`src/rtl/uart_pkg.sv`:
```
// Shared UART definitions: parity encodings, FSM states, baud divider math.
// UART_PARITY_EN adds the PARITY state used by both FSMs.
package uart_pkg;

    typedef enum logic [1:0] {
        PAR_NONE = 2'b00,
        PAR_EVEN = 2'b01,
        PAR_ODD  = 2'b10,
        PAR_OFF  = 2'b11
    } parity_mode_e;

    typedef enum logic [2:0] {
        ST_IDLE   = 3'd0,
        ST_START  = 3'd1,
        ST_DATA   = 3'd2,
`ifdef UART_PARITY_EN
        ST_PARITY = 3'd3,
`endif
        ST_STOP   = 3'd4
    } uart_state_e;

    localparam logic [3:0] TICK_MID  = 4'd7;
    localparam logic [3:0] TICK_LAST = 4'd15;

    // Clocks per 16x oversampling tick, rounded to nearest.
    function automatic int calc_div(input int clk_hz, input int baud);
        return (clk_hz + 8 * baud) / (16 * baud);
    endfunction

    function automatic int cnt_w(input int n);
        return (n > 1) ? $clog2(n) : 1;
    endfunction

    function automatic logic par_on(input logic [1:0] mode);
        return (mode == PAR_EVEN) || (mode == PAR_ODD);
    endfunction

endpackage

```
`src/rtl/uart_sync_fifo.sv`:
```
// Synchronous FIFO with occupancy output; caller guarantees push/pop legality.
// A push into a full FIFO is allowed only together with a pop.
module uart_sync_fifo #(
    parameter int WIDTH = 8,
    parameter int DEPTH = 16,
    localparam int AW = $clog2(DEPTH),
    localparam int LW = $clog2(DEPTH + 1)
) (
    input  logic             clk,
    input  logic             rst_n,
    input  logic             push,
    input  logic [WIDTH-1:0] wdata,
    input  logic             pop,
    output logic [WIDTH-1:0] rdata,
    output logic             full,
    output logic             empty,
    output logic [LW-1:0]    level
);

    logic [WIDTH-1:0] mem_q [DEPTH];
    logic [AW-1:0]    wr_ptr_q, wr_ptr_d;
    logic [AW-1:0]    rd_ptr_q, rd_ptr_d;
    logic [LW-1:0]    level_q, level_d;

    always_comb begin
        wr_ptr_d = wr_ptr_q + AW'(push);
        rd_ptr_d = rd_ptr_q + AW'(pop);
        level_d  = level_q + LW'(push) - LW'(pop);
    end

    always_ff @(posedge clk or negedge rst_n) begin
        if (!rst_n) begin
            wr_ptr_q <= '0;
            rd_ptr_q <= '0;
            level_q  <= '0;
        end else begin
            wr_ptr_q <= wr_ptr_d;
            rd_ptr_q <= rd_ptr_d;
            level_q  <= level_d;
        end
    end

    always_ff @(posedge clk) begin
        if (push) begin
            mem_q[wr_ptr_q] <= wdata;
        end
    end

    assign rdata = mem_q[rd_ptr_q];
    assign full  = (level_q == LW'(DEPTH));
    assign empty = (level_q == '0);
    assign level = level_q;

endmodule

```
`src/rtl/uart_fifo_ctrl.sv`:
```
// Buffered UART: TX/RX FIFOs, 16x-oversampled receiver, sticky error flags.
// Define UART_PARITY_EN to honour parity_mode; otherwise frames carry no parity.
module uart_fifo_ctrl
    import uart_pkg::*;
#(
    parameter int CLOCK_FREQ = 125_000_000,
    parameter int BAUD_RATE  = 115_200,
    parameter int DATA_BITS  = 8,
    parameter int STOP_BITS  = 1,
    parameter int FIFO_DEPTH = 16,
    localparam int LW = $clog2(FIFO_DEPTH + 1)
) (
    input  logic                 clk,
    input  logic                 reset,
    input  logic [DATA_BITS-1:0] data_in,
    input  logic                 data_in_valid,
    output logic                 data_in_ready,
    output logic [DATA_BITS-1:0] data_out,
    output logic                 data_out_valid,
    input  logic                 data_out_ready,
    input  logic [1:0]           parity_mode,
    input  logic                 err_clear,
    output logic                 frame_err,
    output logic                 overrun_err,
    output logic                 parity_err,
    output logic [LW-1:0]        tx_level,
    output logic [LW-1:0]        rx_level,
    input  logic                 serial_in,
    output logic                 serial_out
);

    localparam int DIV = calc_div(CLOCK_FREQ, BAUD_RATE);
    localparam int DW  = cnt_w(DIV);
    localparam logic [DW-1:0] DIV_LAST  = DW'(DIV - 1);
    localparam logic [2:0]    DATA_LAST = 3'(DATA_BITS - 1);
    localparam logic [2:0]    STOP_LAST = 3'(STOP_BITS - 1);

    logic                 tx_push, tx_pop, tx_full, tx_empty;
    logic [DATA_BITS-1:0] tx_rdata;
    logic                 rx_push, rx_pop, rx_full, rx_empty;

    assign data_in_ready  = ~tx_full;
    assign tx_push        = data_in_valid & ~tx_full;
    assign data_out_valid = ~rx_empty;
    assign rx_pop         = ~rx_empty & data_out_ready;

    uart_state_e          tx_state_q, tx_state_d;
    logic [DW-1:0]        tx_div_q, tx_div_d;
    logic [3:0]           tx_tck_q, tx_tck_d;
    logic [2:0]           tx_bit_q, tx_bit_d;
    logic [DATA_BITS-1:0] tx_shift_q, tx_shift_d;
    logic                 serial_out_q, serial_out_d;
    logic                 tx_tick, tx_bit_end, tx_load;
`ifdef UART_PARITY_EN
    logic                 tx_par_q, tx_par_d;
    logic                 tx_pen_q, tx_pen_d;
`endif

    assign tx_tick    = (tx_div_q == DIV_LAST);
    assign tx_bit_end = tx_tick && (tx_tck_q == TICK_LAST);

    always_comb begin
        tx_state_d = tx_state_q;
        tx_div_d   = '0;
        tx_tck_d   = '0;
        tx_bit_d   = tx_bit_q;
        tx_shift_d = tx_shift_q;
        tx_load    = 1'b0;
        tx_pop     = 1'b0;
`ifdef UART_PARITY_EN
        tx_par_d   = tx_par_q;
        tx_pen_d   = tx_pen_q;
`endif
        if (tx_state_q != ST_IDLE) begin
            tx_div_d = tx_tick ? '0 : tx_div_q + 1'b1;
            tx_tck_d = tx_tck_q + 4'(tx_tick);
        end
        unique case (tx_state_q)
            ST_IDLE: tx_load = ~tx_empty;
            ST_START: begin
                if (tx_bit_end) begin
                    tx_state_d = ST_DATA;
                    tx_bit_d   = '0;
                end
            end
            ST_DATA: begin
                if (tx_bit_end) begin
                    tx_shift_d = tx_shift_q >> 1;
                    tx_bit_d   = tx_bit_q + 1'b1;
                    if (tx_bit_q == DATA_LAST) begin
                        tx_bit_d = '0;
`ifdef UART_PARITY_EN
                        tx_state_d = tx_pen_q ? ST_PARITY : ST_STOP;
`else
                        tx_state_d = ST_STOP;
`endif
                    end
                end
            end
`ifdef UART_PARITY_EN
            ST_PARITY: begin
                if (tx_bit_end) begin
                    tx_state_d = ST_STOP;
                end
            end
`endif
            ST_STOP: begin
                if (tx_bit_end) begin
                    tx_bit_d = tx_bit_q + 1'b1;
                    if (tx_bit_q == STOP_LAST) begin
                        tx_bit_d   = '0;
                        tx_state_d = ST_IDLE;
                        tx_load    = ~tx_empty;
                    end
                end
            end
            default: tx_state_d = ST_IDLE;
        endcase
        // Back-to-back frames: a load at stop end skips IDLE entirely.
        if (tx_load) begin
            tx_pop     = 1'b1;
            tx_state_d = ST_START;
            tx_shift_d = tx_rdata;
            tx_div_d   = '0;
            tx_tck_d   = '0;
            tx_bit_d   = '0;
`ifdef UART_PARITY_EN
            tx_pen_d   = par_on(parity_mode);
            tx_par_d   = ^tx_rdata ^ (parity_mode == PAR_ODD);
`endif
        end
    end

    always_comb begin
        serial_out_d = 1'b1;
        unique case (tx_state_q)
            ST_START:  serial_out_d = 1'b0;
            ST_DATA:   serial_out_d = tx_shift_q[0];
`ifdef UART_PARITY_EN
            ST_PARITY: serial_out_d = tx_par_q;
`endif
            default:   serial_out_d = 1'b1;
        endcase
    end

    always_ff @(posedge clk or negedge reset) begin
        if (!reset) begin
            tx_state_q   <= ST_IDLE;
            tx_div_q     <= '0;
            tx_tck_q     <= '0;
            tx_bit_q     <= '0;
            tx_shift_q   <= '0;
            serial_out_q <= 1'b1;
`ifdef UART_PARITY_EN
            tx_par_q     <= 1'b0;
            tx_pen_q     <= 1'b0;
`endif
        end else begin
            tx_state_q   <= tx_state_d;
            tx_div_q     <= tx_div_d;
            tx_tck_q     <= tx_tck_d;
            tx_bit_q     <= tx_bit_d;
            tx_shift_q   <= tx_shift_d;
            serial_out_q <= serial_out_d;
`ifdef UART_PARITY_EN
            tx_par_q     <= tx_par_d;
            tx_pen_q     <= tx_pen_d;
`endif
        end
    end

    assign serial_out = serial_out_q;

    uart_state_e          rx_state_q, rx_state_d;
    logic [DW-1:0]        rx_div_q, rx_div_d;
    logic [3:0]           rx_tck_q, rx_tck_d;
    logic [2:0]           rx_bit_q, rx_bit_d;
    logic [DATA_BITS-1:0] rx_shift_q, rx_shift_d;
    logic                 rx_s1_q, rx_s2_q, rx_last_q;
    logic                 rx_tick, rx_mid, rx_end, rx_done;
    logic                 frame_set, par_set, ovr_set, rx_good;
    logic                 frame_err_q, frame_err_d;
    logic                 overrun_err_q, overrun_err_d;
`ifdef UART_PARITY_EN
    logic                 rx_pen_q, rx_pen_d;
    logic                 rx_podd_q, rx_podd_d;
    logic                 rx_pbit_q, rx_pbit_d;
    logic                 parity_err_q, parity_err_d;
`else
    logic                 unused_parity_mode;
    assign unused_parity_mode = ^parity_mode;
`endif

    assign rx_tick = (rx_div_q == DIV_LAST);
    assign rx_mid  = rx_tick && (rx_tck_q == TICK_MID);
    assign rx_end  = rx_tick && (rx_tck_q == TICK_LAST);

    always_comb begin
        rx_state_d = rx_state_q;
        rx_div_d   = '0;
        rx_tck_d   = rx_tck_q;
        rx_bit_d   = rx_bit_q;
        rx_shift_d = rx_shift_q;
        rx_done    = 1'b0;
`ifdef UART_PARITY_EN
        rx_pen_d   = rx_pen_q;
        rx_podd_d  = rx_podd_q;
        rx_pbit_d  = rx_pbit_q;
`endif
        if (rx_state_q != ST_IDLE) begin
            rx_div_d = rx_tick ? '0 : rx_div_q + 1'b1;
            rx_tck_d = rx_tck_q + 4'(rx_tick);
        end
        unique case (rx_state_q)
            ST_IDLE: begin
                if (rx_last_q && !rx_s2_q) begin
                    rx_state_d = ST_START;
                    rx_tck_d   = '0;
`ifdef UART_PARITY_EN
                    rx_pen_d   = par_on(parity_mode);
                    rx_podd_d  = (parity_mode == PAR_ODD);
`endif
                end
            end
            ST_START: begin
                // Re-align so later samples land every 16 ticks at mid-bit.
                if (rx_mid) begin
                    rx_tck_d   = '0;
                    rx_bit_d   = '0;
                    rx_state_d = rx_s2_q ? ST_IDLE : ST_DATA;
                end
            end
            ST_DATA: begin
                if (rx_end) begin
                    rx_shift_d = {rx_s2_q, rx_shift_q[DATA_BITS-1:1]};
                    rx_bit_d   = rx_bit_q + 1'b1;
                    if (rx_bit_q == DATA_LAST) begin
                        rx_bit_d = '0;
`ifdef UART_PARITY_EN
                        rx_state_d = rx_pen_q ? ST_PARITY : ST_STOP;
`else
                        rx_state_d = ST_STOP;
`endif
                    end
                end
            end
`ifdef UART_PARITY_EN
            ST_PARITY: begin
                if (rx_end) begin
                    rx_pbit_d  = rx_s2_q;
                    rx_state_d = ST_STOP;
                end
            end
`endif
            ST_STOP: begin
                if (rx_end) begin
                    rx_done    = 1'b1;
                    rx_state_d = ST_IDLE;
                end
            end
            default: rx_state_d = ST_IDLE;
        endcase
    end

    always_comb begin
        frame_set = rx_done & ~rx_s2_q;
`ifdef UART_PARITY_EN
        par_set = rx_done & rx_pen_q
                & (rx_pbit_q != (^rx_shift_q ^ rx_podd_q));
`else
        par_set = 1'b0;
`endif
        rx_good       = rx_done & ~frame_set & ~par_set;
        rx_push       = rx_good & (~rx_full | rx_pop);
        ovr_set       = rx_good & rx_full & ~rx_pop;
        frame_err_d   = (frame_err_q & ~err_clear) | frame_set;
        overrun_err_d = (overrun_err_q & ~err_clear) | ovr_set;
`ifdef UART_PARITY_EN
        parity_err_d  = (parity_err_q & ~err_clear) | par_set;
`endif
    end

    always_ff @(posedge clk or negedge reset) begin
        if (!reset) begin
            rx_state_q    <= ST_IDLE;
            rx_div_q      <= '0;
            rx_tck_q      <= '0;
            rx_bit_q      <= '0;
            rx_shift_q    <= '0;
            rx_s1_q       <= 1'b1;
            rx_s2_q       <= 1'b1;
            rx_last_q     <= 1'b1;
            frame_err_q   <= 1'b0;
            overrun_err_q <= 1'b0;
`ifdef UART_PARITY_EN
            rx_pen_q      <= 1'b0;
            rx_podd_q     <= 1'b0;
            rx_pbit_q     <= 1'b0;
            parity_err_q  <= 1'b0;
`endif
        end else begin
            rx_state_q    <= rx_state_d;
            rx_div_q      <= rx_div_d;
            rx_tck_q      <= rx_tck_d;
            rx_bit_q      <= rx_bit_d;
            rx_shift_q    <= rx_shift_d;
            rx_s1_q       <= serial_in;
            rx_s2_q       <= rx_s1_q;
            rx_last_q     <= rx_s2_q;
            frame_err_q   <= frame_err_d;
            overrun_err_q <= overrun_err_d;
`ifdef UART_PARITY_EN
            rx_pen_q      <= rx_pen_d;
            rx_podd_q     <= rx_podd_d;
            rx_pbit_q     <= rx_pbit_d;
            parity_err_q  <= parity_err_d;
`endif
        end
    end

    assign frame_err   = frame_err_q;
    assign overrun_err = overrun_err_q;
`ifdef UART_PARITY_EN
    assign parity_err  = parity_err_q;
`else
    assign parity_err  = 1'b0;
`endif

    uart_sync_fifo #(
        .WIDTH(DATA_BITS),
        .DEPTH(FIFO_DEPTH)
    ) u_tx_fifo (
        .clk   (clk),
        .rst_n (reset),
        .push  (tx_push),
        .wdata (data_in),
        .pop   (tx_pop),
        .rdata (tx_rdata),
        .full  (tx_full),
        .empty (tx_empty),
        .level (tx_level)
    );

    uart_sync_fifo #(
        .WIDTH(DATA_BITS),
        .DEPTH(FIFO_DEPTH)
    ) u_rx_fifo (
        .clk   (clk),
        .rst_n (reset),
        .push  (rx_push),
        .wdata (rx_shift_q),
        .pop   (rx_pop),
        .rdata (data_out),
        .full  (rx_full),
        .empty (rx_empty),
        .level (rx_level)
    );

endmodule
```
`config.mk`:
```
export PLATFORM = sky130hd
export DESIGN_NAME = uart_fifo_ctrl
export DESIGN_NICKNAME = d
export VERILOG_FILES = /design/src/rtl/uart_pkg.sv /design/src/rtl/uart_sync_fifo.sv /design/src/rtl/uart_fifo_ctrl.sv
export SDC_FILE = /design/constraint.sdc
export NUM_CORES = 1
export LEC_CHECK = 0
export CORE_AREA = 2 2 204 206
export CTS_BUF_LIST = sky130_fd_sc_hd__clkbuf_16
export DETAILED_ROUTE_END_ITERATION = 8
export DIE_AREA = 0 0 206 208
export GPL_TIMING_DRIVEN = 0
export HOLD_SLACK_MARGIN = 0.1
export SETUP_SLACK_MARGIN = 0.2
export SLEW_MARGIN = 20
export SYNTH_ARGS = -nofsm -noshare
export SYNTH_HDL_FRONTEND = slang
export SYNTH_SLANG_ARGS = --single-unit
```
`constraint.sdc`:
```
create_clock -name clk -period 2.5 [get_ports clk]
set_input_delay 0.75 -clock clk [delete_from_list [all_inputs] [get_ports clk]]
set_output_delay 0.75 -clock clk [all_outputs]
set_load 0.02 [all_outputs]
```
==> results of run 1 <==
[metal layers]
| layer | share of wire (%) | GRT usage (%) | vias up | wire length (um) |
|---|---|---|---|---|
| met3 | 3.7 | 2.29 | 47 | 1050 |
| met2 | 51 | 22.6 | 134 | 14500 |
| met5 | 0 | 0.346 | - | 0 |
| met4 | 2.3 | 3.82 | 0 | 668 |
| li1 | - | - | 3470 | - |
| met1 | 43 | 17.8 | 3858 | 12200 |
[power by group through the flow]
stage          Clock, mW  Sequential, mW  Combinational, mW
2_1_floorplan          0            6.87               1.76
3_3_place_gp           0            6.82               2.53
3_5_place_dp           0            6.84               2.58
4_1_cts             5.32            6.71               3.02
5_1_grt             5.54            6.76               3.56
6_report            5.19            6.71               3.27
[cell type report]
class,count,share of cell area (%)
plain buffers,38,1.70
clock buffers,36,5.12
clock inverters,29,1.41
inverters,24,0.534
multi-input cells,420,25.5
flip-flops and latches,338,55.5
well taps,532,3.79
repair buffers,94,6.52
[cells by family (layout without fill, tap and decap cells)]
kind of cell,count (synthesis),after routing
simple gates,185,185
fa+ha+maj,32,32
buf+inv,62,221
xor+xnor,28,28
compound gates,83,83
flops,338,338
mux,91,91
other cells,1,1
[cell usage in the layout, fill, tap and decap left out, types with 23 or more instances in the layout]
cell / n
nand2_1: 28
buf_12: 23
mux4_2: 65
nor2_4: 25
dfrtp_1: 72
nor2_1: 33
edfxtp_1: 256
clkbuf_16: 38
buf_6: 25
buf_4: 26
[path summary, 6_finish.rpt]
| path | cells past startpoint | to | startpoint |
|---|---|---|---|
| worst max-delay path | 6 | data_out[7] | u_rx_fifo.rd_ptr_q[0]$_DFF_PN0_ |
| max in group asynchronous | 2 | serial_out$_DFF_PN1_ | reset |
| worst max register to register | 17 | u_tx_fifo.level[4]$_DFF_PN0_ | u_tx_fifo.level[2]$_DFF_PN0_ |
| worst min register to register | 0 | rx_s2_q$_DFF_PN1_ | rx_s1_q$_DFF_PN1_ |
| min in group clk | 0 | rx_s2_q$_DFF_PN1_ | rx_s1_q$_DFF_PN1_ |
| worst min-delay path | 1 | u_tx_fifo.level[4]$_DFF_PN0_ | reset |
[timing repair]
| item | 4_1_cts | 5_1_grt |
|---|---|---|
| buffers inserted | 35 | 19 |
| pin swaps | 29 | 24 |
| endpoints found under the hold margin | 0 | 0 |
| gates resized for setup | 135 | 33 |
| setup endpoints to repair | 275 | 245 |
| cloned | 1 | 2 |
[state kept, by name, indices dropped and copies added, names as in the netlist, 5 cells and up]
name and cells:
u_tx_fifo.level 5, rx_div_q 7, rx_shift_q 8, tx_div_q 7, u_tx_fifo.mem_q 128, u_rx_fifo.level 5
tx_shift_q 8, u_rx_fifo.mem_q 128
==> run metrics, run 1 <==
status complete, but fails checks; failing checks setup timing; Peak VDD IR 544 uV; num rows 74; sequential power share 44.2%; nets@finish 1,000; PortBufs 36; Worst-Skew Late Latency 0.53 ns; num ports 40; max-capacitance violation count 0; family with the most delay on the worst path multiplexers; FF/Latch Area 0.00975 mm^2; vias in the first global route 7,770; Layout Utilization 43.4%; CP cell instances buf_8, buf_12, buf_12, mux4_2, mux4_2, buf_6; clock share of power 34.2%; DR iter-0 viols 481; Post-Place Setup Slack -0.720 ns; Arr. time, crit path 2.48 ns; sequential area share after synthesis 69.5%; combinational share of power 21.6%; min-delay worst type primary input to asynchronous set/reset pin; synth top area cells edfxtp_1 55%, dfrtp_1 14%, mux4_2 10%; total gr overflow 0; power density over the cells 863 mW/mm^2; ANT cells 0; largest net degree at the start of global routing 47; Die Wd 206 um; Avg Vias per Cell 4.97; maximum fanout along the worst path 5; CTS root buf clkbuf_16; TritonCTS Buffers 36; post-synthesis compound-gate area fraction 4.45%; Post-Synth Adder-Cell Area 2.96%; Fin Setup TNS -5.88 ns; Pleak 6.65 nW; area grow syn2layout 25.3%; number of iterations in the first detailed-routing pass 4; Mean Syn Cell Area 17.1 um^2; P_sw 4.06 mW; final-report hold violation count 0; Pins Over Slew Limit 0; H-tree Lvls 2; clock sinks 338; Commonest cells post-synth 256 x edfxtp_1, 78 x dfrtp_1, 65 x mux4_2; initial antenna violation count 0; syn_nets 868; area of the core 0.0406 mm^2; r2r setup slk -0.11 ns; layout cells sized above 1 31.2%; Post-Syn Area 0.0140 mm^2; Synth Area in Simple Gates 7.05%; post-synthesis xor/xnor area fraction 1.75%; Worst-Margin Slew 0.900 ns; HPWL Detailed 18,000 um; FMAX 309 MHz; Setup Skew 0.0222 ns; Largest stage delay, worst path 0.54 ns; EDFF count, synth 256; critical path buffer and inverter count 4; fin crit period 3.23 ns; GRT Overall Usage 13.4%; top_reg_cell synth edfxtp_1; # hold bufs at CTS 0; Async SR Flop Fraction 24.3%; critical path class flop to output port; post-route cell area 0.0176 mm^2; DR WL/cell 18.8 um; footprint of the multi-input gates 0.00448 mm^2; Worst setup EP type output port; synthesized instance count 820; Yosys warnings 0; share of the synthesized area in the top cell type 54.8%; DRC 0; flops & latches, synth 338; GP Congestion 0.804; Critical-path top delay cell mux4_2; crit start category flop; largest area contributor in the netlist edfxtp_1; RSZ-0062 raised after global routing true; count of cell types in the netlist 66; post-placement cell count 1,389; CTS tree yes; placed inst area 0.0153 mm^2; final cell count without fillers 1,511; cell with the most instances after synthesis edfxtp_1; Setup violations, final 9; ANT nets after route 0; Sw Ratio 26.8%; largest family of logic cells by synthesized area multiplexers; mux cell area share after synthesis 12.4%; Power, Total 15.2 mW; clock slew at reported path FFs 0.06 ns; Worst slew margin 40.0%; first-pass GRT wire length 44,300 um; fillers 3,585; WP data required 1.75 ns; Die Span Y 208 um; clk buf depth 3; Initial Utilization 34.6%; setup slack after layout -0.732 ns; Die ar. 0.0428 mm^2; Hold Slack 0.210 ns; crit share post-route 129%; total wire length 28,400 um; internal power 11.1 mW; routed vias 7,509
Power figures use the tool's default switching activity.
==> run 2, diff against run 1 <==
--- a/config.mk
+++ b/config.mk
@@ -11,6 +11,7 @@
 export DIE_AREA = 0 0 206 208
 export GPL_TIMING_DRIVEN = 0
 export HOLD_SLACK_MARGIN = 0.1
+export REMOVE_ABC_BUFFERS = 1
 export SETUP_SLACK_MARGIN = 0.2
 export SLEW_MARGIN = 20
 export SYNTH_ARGS = -nofsm -noshare
==> run 2 against run 1 <==
Effect of this change: the run still ends with setup timing left; via count fell by 1.3%; non-clock buffer count fell by 14; sequential share of layout area up 0.35 points; core utilization decreased by 0.21 points; combinational power about the same; hold slack worse by 0.0073 ns; flip-flop and latch count unchanged; register-to-register slack better by 0.03 ns; highest routed layer is now met5.
==> run metrics, run 2 (same netlist as run 1, synthesis figures left out) <==
Worst setup EP type output port; post-route cell area 0.0175 mm^2 (-0.48%); Setup violations, final 10 (+1); status complete, but fails checks; failing checks setup timing; crit start category flop; first-pass GRT wire length 43,200 um (-2.5%); fin crit period 3.21 ns (-0.0171 ns); total wire length 27,800 um (-2.3%); commonest cells after routing, fill and taps aside 256 x edfxtp_1, 69 x dfrtp_1, 65 x mux4_2; crit share post-route 129% (-0.68 points); clock sinks 338 (unchanged); final-report hold violation count 0 (unchanged); Worst slew margin 36.7% (-3.3 points); DR iter-0 viols 496 (+3.1%); Setup Skew 0.0110 ns (-0.0112 ns); TritonCTS Buffers 36 (unchanged); largest net degree at the start of global routing 51 (+8.5%); area of the core 0.0406 mm^2 (unchanged); nets@finish 986 (-1.4%); H-tree Lvls 2 (unchanged); num rows 74 (unchanged); Die ar. 0.0428 mm^2 (unchanged); Worst-Margin Slew 0.949 ns (+0.0488 ns); Die Span Y 208 um (unchanged); Peak VDD IR 876 uV (+61%); placed inst area 0.0150 mm^2 (-2.1%); critical path class flop to output port; Arr. time, crit path 2.46 ns (-0.02 ns); GRT Overall Usage 13.0% (-0.42 points); routed vias 7,411 (-1.3%); ANT cells 0 (unchanged); area grow syn2layout 24.7%; HPWL Detailed 16,300 um (-9.9%); GP Congestion 0.735 (-8.6%); number of iterations in the first detailed-routing pass 5 (+1); clk buf depth 3 (unchanged); max-capacitance violation count 0 (unchanged); CTS root buf clkbuf_16; Layout Utilization 43.1% (-0.21 points); Pleak 6.63 nW (-0.34%); Die Wd 206 um (unchanged); fillers 3,559 (-0.73%); DRC 0 (unchanged); setup slack after layout -0.715 ns (+0.0171 ns); Post-Place Setup Slack -0.827 ns (-0.107 ns); # hold bufs at CTS 0 (unchanged); top flop regs u_rx_fifo.mem_q x128, u_tx_fifo.mem_q x128; ANT nets after route 0 (unchanged); most common cell after layout, fill and taps aside edfxtp_1; min-delay worst type primary input to asynchronous set/reset pin; layout cells sized above 1 32.8% (+1.6 points); initial antenna violation count 0 (unchanged); WP data required 1.75 ns (about the same); Worst-Skew Late Latency 0.52 ns (about the same); RSZ-0062 raised after global routing true; power density over the cells 874 mW/mm^2 (+1.4%); maximum fanout along the worst path 7 (+2); clock slew at reported path FFs 0.06 ns (about the same); num ports 40 (unchanged); CTS tree yes; Avg Vias per Cell 4.95 (-0.32%); total gr overflow 0 (unchanged); FMAX 311 MHz (+0.53%); vias in the first global route 7,664 (-1.4%); DR WL/cell 18.6 um (-1.3%); Initial Utilization 34.6% (unchanged); PortBufs 36 (unchanged); Pins Over Slew Limit 0 (unchanged)
[run 2: power by group]
group	internal, mW	switching, mW	total [mW]
registers	6.47	0.424	6.89
clock network	3.00	2.11	5.11
logic	1.79	1.51	3.30
[run 2: final timing paths]
check                                                  end                             from  slack [ns]  cells past startpoint
max                                            data_out[7]  u_rx_fifo.rd_ptr_q[0]$_DFF_PN0_       -0.71                      5
min in group clk                         rx_s2_q$_DFF_PN1_                rx_s1_q$_DFF_PN1_        0.36                      0
max reg2reg                   u_tx_fifo.level[4]$_DFF_PN0_     u_tx_fifo.level[2]$_DFF_PN0_       -0.08                     15
min                                  rx_div_q[5]$_DFF_PN0_                            reset        0.20                      1
min reg2reg                              rx_s2_q$_DFF_PN1_                rx_s1_q$_DFF_PN1_        0.36                      0
max in group asynchronous  u_tx_fifo.rd_ptr_q[2]$_DFF_PN0_                            reset        1.68                      2
[run 2: final cells by class]
class	count	area (um^2)	area share, %
clock inverters	27	204	1.17
inverters	24	96.3	0.551
flip-flops and latches	338	9770	55.8
multi-input cells	420	4470	25.6
clock buffers	37	926	5.29
well taps	532	666	3.80
repair buffers	118	1370	7.81
[run 2: critical path: stages, from the launching register on]
cell and delay, ns:
dfrtp_4 0.54, buf_12 0.16, buf_16 0.14, mux4_2 0.47, mux4_2 0.50, buf_6 0.15
[run 2: through the flow]
step	cells	setup TNS, ns	power, mW	hold slack [ns]
global placement	1350	-372.00	8.97	0.347
global route	1496	-6.48	16.0	0.219
detailed placement	1353	-130.05	9.09	0.350
CTS	1474	-5.53	15.2	0.204
finish	1496	-5.52	15.3	0.203
floorplan	782	-11.29	8.30	0.345
[run 2: layer usage]
layer,part of all wire (%),vias to the layer above,track usage [%]
met5,0.21,-,1.04
met2,50,126,21.8
li1,-,3430,-
met1,44,3810,17.3
met3,3.8,43,2.35
met4,1.9,2,3.62
[run 2: what timing repair did]
item | 4_1_cts | 5_1_grt
setup buffers | 55 | 21
gates cloned | 2 | 1
gates resized for setup | 172 | 37
pin swaps | 26 | 13
endpoints found under the setup margin | 279 | 219
